### src/rtl/gemm_operand_loader.sv
// -----------------------------------------------------------------------------
// gemm_operand_loader
//
// Purpose:
//   Writer side of the GeMM operand SRAMs. A host/DMA first presents the matrix
//   sizes (M, K, N) on a valid/ready configuration handshake. It then streams
//   the elements of A (row-major, M*K elements) followed by the elements of
//   B (row-major, K*N elements). The loader writes them into SRAM A and
//   SRAM B, pulses gemm_start_o to the accelerator, waits for gemm_done_i and
//   finally reports done_o.
//
// Ports:
//   clk_i, rst_i            clock (rising edge) and synchronous active-high reset
//   cfg_valid_i/ready_o     size configuration handshake (ready only in IDLE)
//   M/K/N_size_i            requested matrix sizes
//   s_data_i/valid_i/ready_o element stream (ready only while loading)
//   sram_a_*_o, sram_b_*_o  registered SRAM write ports (addr, wdata, we)
//   M/K/N_size_o            sizes latched at the last configuration accept
//   gemm_start_o            one-cycle start pulse to the accelerator
//   gemm_done_i             accelerator done pulse (only honoured in WAIT)
//   busy_o                  high in every state except IDLE
//   done_o                  one-cycle completion pulse
//   err_o                   one-cycle pulse when a zero size is rejected
// -----------------------------------------------------------------------------
module gemm_operand_loader #(
  parameter int InDataWidth   = 8,
  parameter int AddrWidth     = 16,
  parameter int SizeAddrWidth = 8
) (
  input  logic                     clk_i,
  input  logic                     rst_i,
  // Size configuration
  input  logic                     cfg_valid_i,
  output logic                     cfg_ready_o,
  input  logic [SizeAddrWidth-1:0] M_size_i,
  input  logic [SizeAddrWidth-1:0] K_size_i,
  input  logic [SizeAddrWidth-1:0] N_size_i,
  // Element stream
  input  logic [InDataWidth-1:0]   s_data_i,
  input  logic                     s_valid_i,
  output logic                     s_ready_o,
  // SRAM A write port
  output logic [AddrWidth-1:0]     sram_a_addr_o,
  output logic [InDataWidth-1:0]   sram_a_wdata_o,
  output logic                     sram_a_we_o,
  // SRAM B write port
  output logic [AddrWidth-1:0]     sram_b_addr_o,
  output logic [InDataWidth-1:0]   sram_b_wdata_o,
  output logic                     sram_b_we_o,
  // Accelerator interface
  output logic [SizeAddrWidth-1:0] M_size_o,
  output logic [SizeAddrWidth-1:0] K_size_o,
  output logic [SizeAddrWidth-1:0] N_size_o,
  output logic                     gemm_start_o,
  input  logic                     gemm_done_i,
  // Status
  output logic                     busy_o,
  output logic                     done_o,
  output logic                     err_o
);

  // Element counters and limits are twice the size-field width so that the
  // full product of two size fields is representable.
  localparam int CntWidth = 2 * SizeAddrWidth;

  typedef enum logic [2:0] {
    IDLE   = 3'd0,
    LOAD_A = 3'd1,
    LOAD_B = 3'd2,
    START  = 3'd3,
    WAIT   = 3'd4
  } state_e;

  state_e state_q, state_d;

  logic [SizeAddrWidth-1:0] m_size_q, m_size_d;
  logic [SizeAddrWidth-1:0] k_size_q, k_size_d;
  logic [SizeAddrWidth-1:0] n_size_q, n_size_d;

  logic start_q, start_d;
  logic done_q,  done_d;
  logic err_q,   err_d;

  logic cfg_accept;
  logic accept;
  logic size_zero;

  // Per-operand views: index 0 is operand A, index 1 is operand B.
  logic [1:0]                    op_active;
  logic [1:0]                    op_accept;
  logic [1:0]                    op_last;
  logic [1:0]                    op_we;
  logic [1:0][AddrWidth-1:0]     op_addr;
  logic [1:0][InDataWidth-1:0]   op_wdata;
  logic [1:0][SizeAddrWidth-1:0] op_rows;
  logic [1:0][SizeAddrWidth-1:0] op_cols;

  // ---------------------------------------------------------------------------
  // Handshakes
  // ---------------------------------------------------------------------------
  assign cfg_ready_o = (state_q == IDLE);
  assign cfg_accept  = cfg_valid_i && cfg_ready_o;
  assign size_zero   = (M_size_i == '0) || (K_size_i == '0) || (N_size_i == '0);

  assign s_ready_o = (state_q == LOAD_A) || (state_q == LOAD_B);
  assign accept    = s_valid_i && s_ready_o;

  // A is M x K, B is K x N.
  assign op_rows = {K_size_i, M_size_i};
  assign op_cols = {N_size_i, K_size_i};

  // ---------------------------------------------------------------------------
  // Operand write paths (A and B are structurally identical)
  // ---------------------------------------------------------------------------
  for (genvar gi = 0; gi < 2; gi++) begin : g_op
    logic [CntWidth-1:0]    cnt_q,   cnt_d;
    logic [CntWidth-1:0]    lim_q,   lim_d;
    logic                   we_q,    we_d;
    logic [AddrWidth-1:0]   addr_q,  addr_d;
    logic [InDataWidth-1:0] wdata_q, wdata_d;

    assign op_active[gi] = (gi == 0) ? (state_q == LOAD_A) : (state_q == LOAD_B);
    assign op_accept[gi] = accept && op_active[gi];
    // Limits are never zero while loading (zero sizes are rejected in IDLE).
    assign op_last[gi]   = (cnt_q == (lim_q - CntWidth'(1)));

    always_comb begin
      cnt_d   = cnt_q;
      lim_d   = lim_q;
      we_d    = 1'b0;
      addr_d  = addr_q;
      wdata_d = wdata_q;
      if (cfg_accept) begin
        // Product at full counter width: 255*255 must not wrap.
        lim_d = CntWidth'(op_rows[gi]) * CntWidth'(op_cols[gi]);
        cnt_d = '0;
      end else if (op_accept[gi]) begin
        // Write issues the cycle after the accept, with the element as captured.
        we_d    = 1'b1;
        addr_d  = AddrWidth'(cnt_q);
        wdata_d = s_data_i;
        cnt_d   = op_last[gi] ? '0 : (cnt_q + CntWidth'(1));
      end
    end

    always_ff @(posedge clk_i) begin
      if (rst_i) begin
        cnt_q   <= '0;
        lim_q   <= '0;
        we_q    <= 1'b0;
        addr_q  <= '0;
        wdata_q <= '0;
      end else begin
        cnt_q   <= cnt_d;
        lim_q   <= lim_d;
        we_q    <= we_d;
        addr_q  <= addr_d;
        wdata_q <= wdata_d;
      end
    end

    assign op_we[gi]    = we_q;
    assign op_addr[gi]  = addr_q;
    assign op_wdata[gi] = wdata_q;
  end

  // ---------------------------------------------------------------------------
  // Control FSM
  // ---------------------------------------------------------------------------
  always_comb begin
    state_d  = state_q;
    m_size_d = m_size_q;
    k_size_d = k_size_q;
    n_size_d = n_size_q;
    start_d  = 1'b0;
    done_d   = 1'b0;
    err_d    = 1'b0;
    unique case (state_q)
      IDLE: begin
        if (cfg_accept) begin
          // Sizes are latched even when rejected so the accelerator-facing
          // outputs always reflect the most recent configuration.
          m_size_d = M_size_i;
          k_size_d = K_size_i;
          n_size_d = N_size_i;
          if (size_zero) begin
            err_d = 1'b1;
          end else begin
            state_d = LOAD_A;
          end
        end
      end
      LOAD_A: begin
        // No bubble: the element after the last A element is already B's first.
        if (op_accept[0] && op_last[0]) begin
          state_d = LOAD_B;
        end
      end
      LOAD_B: begin
        if (op_accept[1] && op_last[1]) begin
          state_d = START;
        end
      end
      START: begin
        // Registered start lands one cycle after the final B write is on the bus.
        start_d = 1'b1;
        state_d = WAIT;
      end
      WAIT: begin
        if (gemm_done_i) begin
          done_d  = 1'b1;
          state_d = IDLE;
        end
      end
      default: begin
        state_d = IDLE;
      end
    endcase
  end

  always_ff @(posedge clk_i) begin
    if (rst_i) begin
      state_q  <= IDLE;
      m_size_q <= '0;
      k_size_q <= '0;
      n_size_q <= '0;
      start_q  <= 1'b0;
      done_q   <= 1'b0;
      err_q    <= 1'b0;
    end else begin
      state_q  <= state_d;
      m_size_q <= m_size_d;
      k_size_q <= k_size_d;
      n_size_q <= n_size_d;
      start_q  <= start_d;
      done_q   <= done_d;
      err_q    <= err_d;
    end
  end

  // ---------------------------------------------------------------------------
  // Outputs
  // ---------------------------------------------------------------------------
  assign sram_a_we_o    = op_we[0];
  assign sram_a_addr_o  = op_addr[0];
  assign sram_a_wdata_o = op_wdata[0];
  assign sram_b_we_o    = op_we[1];
  assign sram_b_addr_o  = op_addr[1];
  assign sram_b_wdata_o = op_wdata[1];

  assign M_size_o     = m_size_q;
  assign K_size_o     = k_size_q;
  assign N_size_o     = n_size_q;
  assign gemm_start_o = start_q;
  assign busy_o       = (state_q != IDLE);
  assign done_o       = done_q;
  assign err_o        = err_q;

endmodule

### config.mk
export PLATFORM = sky130hd
export DESIGN_NAME = gemm_operand_loader
export DESIGN_NICKNAME = d
export VERILOG_FILES = /design/src/rtl/gemm_operand_loader.sv
export SDC_FILE = /design/constraint.sdc
export NUM_CORES = 1
export LEC_CHECK = 0
export CORE_UTILIZATION = 45
export DETAILED_ROUTE_END_ITERATION = 8
export PLACE_DENSITY = 0.66
export SLEW_MARGIN = 10
export SYNTH_ARGS = -nofsm -noshare
export SYNTH_HDL_FRONTEND = slang
export SYNTH_SLANG_ARGS = --single-unit
### constraint.sdc
create_clock -name clk_i -period 7.61 [get_ports clk_i]
set_clock_uncertainty 0.15 [all_clocks]
set_input_delay 2.283 -clock clk_i [delete_from_list [all_inputs] [get_ports clk_i]]
set_output_delay 2.283 -clock clk_i [all_outputs]
set_load 0.02 [all_outputs]
# --- Yosys cells after proc, flatten, opt, wreduce, memory -nomap -nowiden ---
# Cells that the tools add are included.
classes:
  addsub: 4
  n_mul: 2
  div: 0
  order_cmp: 0
  eq_ne: 11
  n_shift: 0
  mux: 13
  bitwise: 3
  n_reduce_logical: 21
op_table:
  columns: ["cell", "n"]
  rows:
  - ["16-bit by 1-bit adder with 16-bit output (second input constant)", 2]
  - ["16-bit == test", 2]
  - ["8-bit by 8-bit multiplier with 16-bit output", 2]
  - ["16-bit 2-to-1 mux", 2]
  - ["16-bit by 1-bit subtractor with 16-bit output (second input constant)", 2]
  - ["8-bit zero test", 3]
  - ["3-bit 2-to-1 mux", 5]
  - ["3-bit one-hot mux with 5 select lines", 1]
  - ["3-bit by 2-bit == test with 1-bit output (second input constant)", 2]
  - ["1-bit logical AND", 6]
  - ["2-bit by 1-bit != test with 1-bit output (second input constant)", 3]
  - ["2-bit AND reduction", 3]
  - ["1-bit 2-to-1 mux", 5]
  - ["5-bit AND reduction", 1]
  - ["2-bit != test (second input constant)", 2]
  - ["2-bit OR reduction", 2]
  - ["3-bit by 1-bit == test with 1-bit output (second input constant)", 1]
  - ["3-bit == test (second input constant)", 1]
  - ["3-bit zero test", 1]
  - ["1-bit logical OR", 3]
  - ["1-bit NOT", 3]
  - ["3-bit nonzero test", 1]
  - ["3-bit OR reduction", 1]
word_totals:
  register_bits: 144
  latchBits: 0
  ram_bits: 0
  mem_bits_ro: 0
  output_inout_bits: 80
  word_cells: 71
  memories: 0

# --- Logic depth before layout (Yosys ltp) ---
# Gate-level depths: netlist of the first run.
depth:
  word_depth: 7
  mapped_depth: 18

# --- Worst setup path after synthesis of the first run ---
# OpenSTA, ideal clock, no wires.
synth_path:
  kind: "input -> register"
  startpoint: "in M_size_i[5]"
  endpoint: "reg g_op[0].lim_q[14]"
  setup_time_ps: 70
  t_arrival_ps: 6116
  required_time_ps: 7390
  slack_ps: 1274
  stages: 17
  n_path_buf: 1
  cell_sequence: "buf_1 > nand2_1 > fa_1 > fa_1 > inv_1 > fa_1 > inv_1 > fa_1 > inv_1 > ha_1 > or3_1 > o21ai_0 > nor3_1 > o31ai_1 > xnor2_1 > nand2_1 > a21oi_1"
synth_between:
  elab_chain_len: 1
synth_lines:
  columns: ["element", "line_no", "rtl"]
  rows:
  - ["start, declared", "35", "input logic [SizeAddrWidth-1:0] M_size_i,"]
  - ["8-bit by 8-bit multiplier with 16-bit output", "135", "lim_d = CntWidth'(op_rows[gi]) * CntWidth'(op_cols[gi]);"]
  - ["end signal, assigned", "155", "lim_q <= lim_d;"]
  - ["end, declared", "117", "logic [CntWidth-1:0] lim_q, lim_d;"]
# No other way between the ends.
# A chain may end at the register's enable or synchronous reset.

# --- Worst setup path in the final report of the first run ---
layout_path:
  startpoint: "in K_size_i[2]"
  endpoint: "reg g_op[1].lim_q[15]"
layout_between:
  elab_chain_len: 1
layout_lines:
  columns: ["element", "line_no", "rtl"]
  rows:
  - ["start, declared", "36", "input logic [SizeAddrWidth-1:0] K_size_i,"]
  - ["8-bit by 8-bit multiplier with 16-bit output", "135", null]
  - ["end signal, assigned", "155", null]
  - ["end, declared", "117", null]
# No other way between the ends.

==> results of run 1 <==
## registers in the layout (all words and copies together) (netlist names)
name / cells
K_size_o: 8
M_size_o: 8
N_size_o: 8
done_o: 1
err_o: 1
g_op.cnt_q: 32
g_op.lim_q: 32
gemm_start_o: 1
sram_a_addr_o: 16
sram_a_wdata_o: 8
sram_a_we_o: 1
sram_b_addr_o: 16
sram_b_wdata_o: 8
sram_b_we_o: 1
state_q: 3
## synthesized netlist by cell type (all sizes together), types with 2 or more instances
library cell,n
a31oi,6
a21oi,67
inv,107
or3,10
clkbuf,48
o21a,6
xor2,44
and2,106
a21boi,3
nand4,18
a21o,5
dfxtp,144
nor2,74
o21ai,34
o211ai,2
fa,72
a41oi,3
and3,6
nor2b,10
nor4,15
a211oi,3
ha,76
nand3,16
o311ai,2
nor3,22
nand3b,2
a2111oi,4
or4,5
xnor2,46
nand2b,10
a32o,3
buf,20
a22o,31
or2,2
nand2,181
o31ai,3
## layout make-up
class	instances	share of cell area, %
clock inverter	14	1.15
multi-input combinational	902	55.1
timing repair buffer	134	10.5
tap	285	2.90
sequential	144	23.5
clock buffer	18	3.57
inverter	107	3.27
## power groups by stage
stage	combinational [mW]	sequential (mW)	clock, mW
3_5_place_dp	1.24	0.901	0
6_report	1.23	0.885	0.817
3_3_place_gp	1.21	0.901	0
5_1_grt	1.41	0.895	0.869
4_1_cts	1.25	0.884	0.836
2_1_floorplan	0.950	0.891	0
## metrics by stage
step                      utilization [%]  cells  hold WS, ns  area (um2)  setup slack (ns)
after floorplan                         -   1221        0.307       10400              1.27
after global placement               51.7   1572        0.292       11700             0.397
after detailed placement             51.7   1572        0.296       11700             0.369
after CTS                            54.3   1604        0.305       12300             0.803
after global routing                 54.3   1604        0.317       12300             0.466
final                                54.3   1604        0.301       12300             0.793
## path summary, 6_finish.rpt
check	startpoint	end	slack, ns
hold reg to reg	sram_a_addr_o[9]	sram_a_addr_o[9]	0.30
hold / removal	sram_a_addr_o[9]	sram_a_addr_o[9]	0.30
setup / recovery	K_size_i[2]	g_op[1].lim_q[15]	0.79
setup reg to reg	g_op[1].lim_q[0]	g_op[1].cnt_q[9]	4.35
## cell usage in the layout, fill, tap and decap left out, drive strengths merged, types with 15 or more instances in the layout
master         Yosys  routed
ha                76      76
dfxtp            144     144
clkdlybuf4s50      0     115
nand4             18      18
xnor2             46      46
nor4              15      15
fa                72      72
nand2            181     181
and2             106     106
buf               20      19
nor2              74      74
xor2              44      44
clkbuf            48      18
nand3             16      16
o21ai             34      34
a22o              31      31
a21oi             67      67
inv              107     116
nor3              22      22
## worst max-delay path: cells and delay by family
kind / cells / cell delay [ns]
and+or+nand+nor: 1 / 0.32
xor gates and xnor gates: 1 / 0.14
AOI/OAI and AO/OA: 6 / 1.22
adders and majority gates: 5 / 2.26
buffers and inverters: 3 / 0.77
## cell families (layout without fill, tap and decap cells)
logic type                 count (synthesis)  after routing  synth area share, %
DFF                                      144            144                 27.8
xor gates and xnor gates                  90             90                 7.61
and+or+nand+nor                          482            482                 23.1
adders and majority gates                148            148                 23.1
muxes                                      1              1               0.0966
AOI/OAI and AO/OA                        181            181                 11.3
buffers and inverters                    175            273                 6.95
## layer usage
metal	vias up	global-route usage (%)
li1	4182	-
met1	3947	29.6
met2	215	33.9
met3	27	3.95
met4	0	5.14
met5	-	0
==> results by group, run 1 <==
Outcome
  • Status: completed

Detailed routing
  • Residual DRC count: 0
  • Drt total wl: 23,800 um
  • DR top layer: met4
  • DR iter-0 viols: 486
  • Wire length on met1: 11,700 um
  • Via count: 8,371
  • Wire length on met2: 10,700 um
  • DR WL/cell: 14.9 um
  • Routed Antenna Nets: 0
  • Pre-antenna DRT Iters: 5
  • Mean number of vias per cell: 5.22
  • Met3 Routed Length: 1140 um

Synth
  • Top FF cell, synth: dfxtp_1
  • Post-synthesis sequential area ratio: 27.8%
  • Flops & latches, synth: 144
  • Cells after Synth: 1,221
  • Syn Nets: 1,406
  • Yosys warnings: 0
  • Asr flop ratio synth: 0%
  • Share of the synthesized area in the top cell type: 27.8%
  • Yosys cell types: 60
  • Syn avg cell area: 8.49 um2
  • Post-Synthesis Cell Area: 10,400 um2
  • Largest area contributor in the netlist: dfxtp_1
  • EDFF count, synth: 0
  • Ranking of synthesized cells by area: dfxtp_1 (28%), fa_1 (14%), ha_1 (9.2%)

Job
  • Max-cap violation count: 0

Pwr
  • Clk network pwr share: 27.8%
  • Max VDD drop: 134 uV
  • Power Density: 239 nW/um2
  • Logic pwr share: 42.0%
  • Sw Ratio: 38.5%
  • Sw power: 1.13 mW
  • Pint: 1.81 mW
  • Overall Power: 2.94 mW
  • Seq pwr share: 30.1%
  • Leakage: 5.14 nW

STA
  • Slew @ Worst Pin: 1.06 ns
  • Max-slew violation count: 0
  • RSZ-0062 raised after global routing: no
  • Final Hold Vio Count: 0
  • Final setup fails: 0
  • Slew HR: 29.6%
  • Tcrit/Tclk final: 89.6%
  • Post-Route Setup TNS: 0 ns
  • Final min period: 6.82 ns
  • Max Clock Freq: 0.147 GHz

Worst setup path
  • Worst Reg-to-Reg Cells: 10
  • CP Data Required Time: 7.79 ns
  • Worst EP arrival: 7.00 ns
  • Slowest CP cell: clkdlybuf4s50_1
  • Max incr delay on CP: 0.68 ns
  • Crit path capture type: flip-flop
  • Worst Setup Path Type: primary input to flip-flop
  • Crit-path cells: clkdlybuf4s50_1 -> and2_1 -> fa_1 -> fa_1 -> inv_1 -> fa_1 -> fa_1 -> inv_1 -> ha_1 -> o21a_1 -> o21ai_0 -> a21oi_1 -> a41oi_1 -> a21oi_1 -> xnor2_1 -> a211oi_1
  • Maximum fanout along the worst path: 14
  • Crit path launch type: primary input
  • Critical Path Most Common Cell: fa_1

Global routing
  • Initial antenna violation count: 0
  • Total gr overflow: 0
  • First-pass GRT wire length: 40,900 um
  • Vias in the first global route: 8,234
  • Global Route Usage Sum: 21.2%
  • Largest net degree at the start of global routing: 61

Finish
  • Multi-input combinational cell area: 6780 um2
  • Synthesis-to-finish area growth: 18.6%
  • Layout Nets: 1,491
  • Register area: 2880 um2
  • Share of cells above drive strength 1: 4.85%
  • N_diodes: 0
  • Filler cells: 2,046

Clocking
  • Clock Latency Late Sink: 0.42 ns
  • CTS resizes: 0
  • Setup repair bufs after CTS: 0
  • Clock transition at path regs: 0.07 ns
  • Cell at the root of the clock tree: clkbuf_16
  • Sinks on Clock Net: 144
  • Largest buffer count on any clock path: 2
  • CTS Buf Count: 17
  • Htree depth: 4
  • # hold bufs at CTS: 0
  • TritonCTS clock tree: yes

Min path
  • Hold path cells: 2
  • Hold WC Path Type: flip-flop to flip-flop

Floorplanning
  • Io pins: 117
  • FP Rows: 55
  • Chip Width: 154 um
  • Die Span Y: 154 um
  • Core area: 22,600 um2
  • Die Area: 23,600 um2
  • Initial core utilization: 45.8%

Placed design
  • DP HPWL: 18,000 um
  • Port bufs: 116
  • Routability Congestion: 0.813
Power figures use the tool's default switching activity.
==> run 2, diff against run 1 <==
--- a/config.mk
+++ b/config.mk
@@ -5,9 +5,9 @@
 export SDC_FILE = /design/constraint.sdc
 export NUM_CORES = 1
 export LEC_CHECK = 0
-export CORE_UTILIZATION = 45
+export CORE_UTILIZATION = 35
 export DETAILED_ROUTE_END_ITERATION = 8
-export PLACE_DENSITY = 0.66
+export RECOVER_POWER = 50
 export SLEW_MARGIN = 10
 export SYNTH_ARGS = -nofsm -noshare
 export SYNTH_HDL_FRONTEND = slang
==> constraint.sdc (replaced) <==
create_clock -name clk_i -period 7.61 [get_ports clk_i]
set_clock_uncertainty 0.15 [all_clocks]
set_input_delay 0.761 -clock clk_i [delete_from_list [all_inputs] [get_ports clk_i]]
set_output_delay 0.761 -clock clk_i [all_outputs]
set_load 0.02 [all_outputs]
==> results by group, run 2 (same netlist as run 1, synthesis figures left out) <==
Worst setup path
  • Max incr delay on CP: 0.94 ns
  • Crit-path cells: clkdlybuf4s50_1 -> nand2_1 -> fa_1 -> fa_1 -> inv_1 -> fa_1 -> inv_1 -> fa_1 -> inv_1 -> ha_1 -> a2111oi_0 -> nor3_1 -> o31ai_1 -> xnor2_1 -> nand2_1 -> a21oi_1
  • Crit path launch type: primary input
  • Slowest CP cell: clkdlybuf4s50_1
  • Worst path depth: 16
  • Critical Path Most Common Cell: fa_1
  • Worst EP arrival: 5.69 ns
  • Worst Reg-to-Reg Cells: 10
  • Worst path top cell family by delay: adder cells
  • Worst Setup Path Type: primary input to flip-flop
  • Worst path bufs/invs: 4
  • Maximum fanout along the worst path: 18
  • CP Data Required Time: 7.64 ns
  • Crit path capture type: flip-flop

Floorplanning
  • Die Area: 30,300 um2
  • FP Rows: 62
  • Die Span Y: 174 um
  • Chip Width: 174 um
  • Core area: 28,900 um2
  • Initial core utilization: 35.8%
  • Io pins: 117

Finish
  • Non-Filler Instances: 1,690
  • Share of cells above drive strength 1: 3.83%
  • Filler cells: 2,916
  • N_diodes: 0
  • Largest regs: g_op.cnt_q: 32 flops, g_op.lim_q: 32 flops
  • Multi-input combinational cell area: 6780 um2
  • Post-route cell area: 12,300 um2
  • Synthesis-to-finish area growth: 18.8%
  • Layout Nets: 1,478
  • Most common cell after layout, fill and taps aside: nand2_1
  • Most frequent cells in the layout: nand2_1 (180), dfxtp_1 (144), inv_1 (107)
  • Register area: 2880 um2

Global routing
  • Vias in the first global route: 8,141
  • First-pass GRT wire length: 41,300 um
  • Global Route Usage Sum: 16.7%
  • Initial antenna violation count: 0
  • Total gr overflow: 0
  • Largest net degree at the start of global routing: 61

STA
  • Slew HR: -95.6%
  • Max-slew violation count: 61
  • Final Hold Vio Count: 0
  • Max Clock Freq: 0.177 GHz
  • RSZ-0062 raised after global routing: no
  • Final min period: 5.66 ns
  • Hold Slack: 0.301 ns
  • Slew @ Worst Pin: 2.93 ns
  • Tcrit/Tclk final: 74.4%
  • Post-Route Setup TNS: 0 ns
  • Final setup fails: 0

Clocking
  • # hold bufs at CTS: 0
  • CTS Buf Count: 17
  • Largest buffer count on any clock path: 2
  • CTS resizes: 0
  • Setup repair bufs after CTS: 0
  • TritonCTS clock tree: yes
  • Sinks on Clock Net: 144
  • Htree depth: 4
  • Clock transition at path regs: 0.07 ns
  • Cell at the root of the clock tree: clkbuf_16
  • Clock Latency Late Sink: 0.43 ns

Outcome
  • Violations in the final reports: capacitance limit, slew limit
  • Status: complete, but fails checks

Detailed routing
  • Residual DRC count: 0
  • Pre-antenna DRT Iters: 4
  • Routed Antenna Nets: 0
  • Drt total wl: 24,200 um
  • Via count: 8,243
  • Mean number of vias per cell: 4.88
  • DR iter-0 viols: 393
  • DR WL/cell: 14.3 um

Min path
  • Hold path cells: 2
  • Hold WC Path Type: flip-flop to flip-flop

Placed design
  • DP HPWL: 17,600 um
  • Port bufs: 116
  • Routability Congestion: 0.817
  • Dpl cell area: 11,700 um2
  • Placed cells: 1,658

Pwr
  • Power Density: 239 nW/um2
  • Max VDD drop: 150 uV
  • Leakage: 5.34 nW

Job
  • Max-cap violation count: 1
run 2: power breakdown:
group          switching [mW]  internal, mW  total, mW
logic                   0.671         0.537       1.21
registers              0.0724         0.812      0.885
clock network           0.378         0.471      0.849
run 2: layout make-up:
cell class	count	share of cell area, %
clock buffers	18	3.57
clock inverters	14	1.19
inverters	107	3.26
multi-input cells	902	55.0
flip-flops and latches	144	23.4
well taps	384	3.90
repair buffers	121	9.66
run 2: worst paths after layout:
kind | from | slack (ns) | endpoint
setup / recovery | K_size_i[2] | 1.95 | g_op[0].lim_q[14]
hold / removal | sram_b_addr_o[10] | 0.30 | sram_b_addr_o[10]
setup reg to reg | g_op[1].lim_q[0] | 4.33 | g_op[1].cnt_q[8]
hold reg to reg | sram_b_addr_o[10] | 0.30 | sram_b_addr_o[10]
run 2: layer usage:
layer  vias up  track usage [%]  part of all wire (%)
met5         -                0                     0
met4         0             4.64                   1.4
met3        27             3.08                   4.4
met2       193             25.4                    42
met1      3867             24.0                    52
li1       4156                -                     -
run 2: metrics by stage:
step / setup WS [ns] / utilization, % / power (mW)
floorplan: 2.80 / - / 1.84
global placement: 1.85 / 40.6 / 2.10
detailed placement: 1.54 / 40.6 / 2.11
CTS: 2.00 / 42.6 / 2.97
global route: 1.66 / 42.6 / 3.19
finish: 1.95 / 42.6 / 2.94
run 2: worst reg2reg max path, stage by stage (launching register included):
cell and delay, ns:
dfxtp_1 0.35, inv_1 0.07, ha_1 0.21, or4b_1 0.61, nor3_1 0.36, and4_1 0.25
o21bai_1 0.07, a31oi_1 0.18, nand4_1 0.23, o21ai_2 0.56, nor2_1 0.11
==> run 3, diff against run 2 <==
==> constraint.sdc (replaced) <==
create_clock -name clk_i -period 5.57 [get_ports clk_i]
set_clock_uncertainty 0.15 [all_clocks]
set_input_delay 0.557 -clock clk_i [delete_from_list [all_inputs] [get_ports clk_i]]
set_output_delay 0.557 -clock clk_i [all_outputs]
set_load 0.02 [all_outputs]
==> results by group, run 3 (same netlist as run 1, synthesis figures left out) <==
Outcome
  • Status: complete, but fails checks
  • Violations in the final reports: capacitance limit, slew limit

Clocking
  • Clock Latency Late Sink: 0.43 ns
  • Sinks on Clock Net: 144
  • Cell at the root of the clock tree: clkbuf_16
  • # hold bufs at CTS: 0
  • Largest buffer count on any clock path: 2
  • Clock transition at path regs: 0.06 ns
  • TritonCTS clock tree: yes
  • Htree depth: 4
  • CTS resizes: 0
  • CTS Buf Count: 17
  • Setup repair bufs after CTS: 0

STA
  • RSZ-0062 raised after global routing: no
  • Worst setup margin: 0.578 ns
  • Final Hold Vio Count: 0
  • Max Clock Freq: 0.200 GHz
  • Final min period: 4.99 ns
  • Slew @ Worst Pin: 2.76 ns
  • Tcrit/Tclk final: 89.6%
  • Slew HR: -84.0%
  • Max-slew violation count: 61
  • Final setup fails: 0
  • Post-Route Setup TNS: 0 ns

Pwr
  • Power Density: 320 nW/um2
  • Leakage: 5.44 nW
  • Overall Power: 3.99 mW
  • Max VDD drop: 208 uV

Min path
  • Hold path cells: 2
  • Hold WC Path Type: flip-flop to flip-flop

Finish
  • Largest regs: g_op.cnt_q: 32 flops, g_op.lim_q: 32 flops
  • Most common cell after layout, fill and taps aside: nand2_1
  • N_diodes: 0
  • Synthesis-to-finish area growth: 20.4%
  • Non-Filler Instances: 1,714
  • Most frequent cells in the layout: nand2_1 (180), dfxtp_1 (144), inv_1 (107)
  • Layout Nets: 1,504
  • Post-route cell area: 12,500 um2
  • Share of cells above drive strength 1: 5.49%

Global routing
  • Initial antenna violation count: 0
  • Global Route Usage Sum: 16.8%
  • Vias in the first global route: 8,052
  • Largest net degree at the start of global routing: 61
  • First-pass GRT wire length: 41,400 um
  • Total gr overflow: 0

Worst setup path
  • Crit-path cells: clkdlybuf4s50_1 -> buf_4 -> and2_1 -> fa_1 -> fa_1 -> fa_1 -> inv_1 -> fa_1 -> inv_1 -> ha_1 -> or3_1 -> o211ai_1 -> a31oi_1 -> xnor2_1 -> a211oi_1
  • Slowest CP cell: clkdlybuf4s50_1
  • Worst path bufs/invs: 4
  • Critical Path Most Common Cell: fa_1
  • Maximum fanout along the worst path: 11
  • Max incr delay on CP: 0.60 ns
  • Worst Reg-to-Reg Cells: 10
  • Worst EP arrival: 5.01 ns
  • CP Data Required Time: 5.59 ns
  • Worst path depth: 15
  • Crit path launch type: primary input
  • Worst path top cell family by delay: adder cells
  • Worst Setup Path Type: primary input to flip-flop
  • Crit path capture type: flip-flop

Floorplanning
  • FP Rows: 62
  • Chip Width: 174 um
  • Die Span Y: 174 um
  • Io pins: 117
  • Die Area: 30,300 um2
  • Core area: 28,900 um2
  • Initial core utilization: 35.8%

Placed design
  • DP HPWL: 18,600 um
  • Routability Congestion: 0.847
  • Post-Place Worst Slack: 0.215 ns
  • Port bufs: 116
  • Dpl cell area: 11,900 um2
  • Placed cells: 1,684

Detailed routing
  • Mean number of vias per cell: 4.85
  • Drt total wl: 24,500 um
  • DR WL/cell: 14.3 um
  • Pre-antenna DRT Iters: 5
  • Routed Antenna Nets: 0
  • Via count: 8,313
  • Residual DRC count: 0
  • DR iter-0 viols: 401

Job
  • Max-cap violation count: 1
[run 3: final timing paths]
check | slack [ns] | startpoint | end
max | 0.58 | K_size_i[5] | g_op[0].lim_q[15]
max reg2reg | 2.19 | g_op[1].lim_q[0] | g_op[1].cnt_q[0]
min reg2reg | 0.30 | sram_b_addr_o[12] | sram_b_addr_o[12]
min | 0.30 | sram_b_addr_o[12] | sram_b_addr_o[12]
[run 3: tightest hold or removal path: stages, from the launching register on]
cell and delay, ns:
dfxtp_1 0.30, nand2_1 0.05, a21oi_1 0.05
[run 3: through the flow]
stage	hold WS, ns	utilization, %
after floorplan	0.307	-
after global placement	0.292	41.3
after detailed placement	0.296	41.3
after CTS	0.305	43.1
after global routing	0.317	43.1
final	0.298	43.1
[run 3: power breakdown]
part | switching [mW] | internal [mW]
registers | 0.0985 | 1.11
logic | 0.925 | 0.765
clock network | 0.480 | 0.612
total | 1.50 | 2.49
[run 3: routing by layer]
layer / wire length [um] / GRT usage (%) / vias up
li1: - / - / 4213
met1: 12900 / 24.2 / 3904
met2: 10300 / 25.2 / 180
met3: 1130 / 4.00 / 16
met4: 180 / 3.44 / 0
met5: 0 / 0 / -
[run 3: cell type report]
| type | instances | area (um2) |
|---|---|---|
| well taps | 384 | 480 |
| clock buffers | 18 | 429 |
| multi-input cells | 902 | 6780 |
| repair buffers | 147 | 1400 |
| flip-flops and latches | 144 | 2880 |
| inverters | 107 | 402 |
| fillers | 2862 | 16500 |
| clock inverters | 12 | 113 |
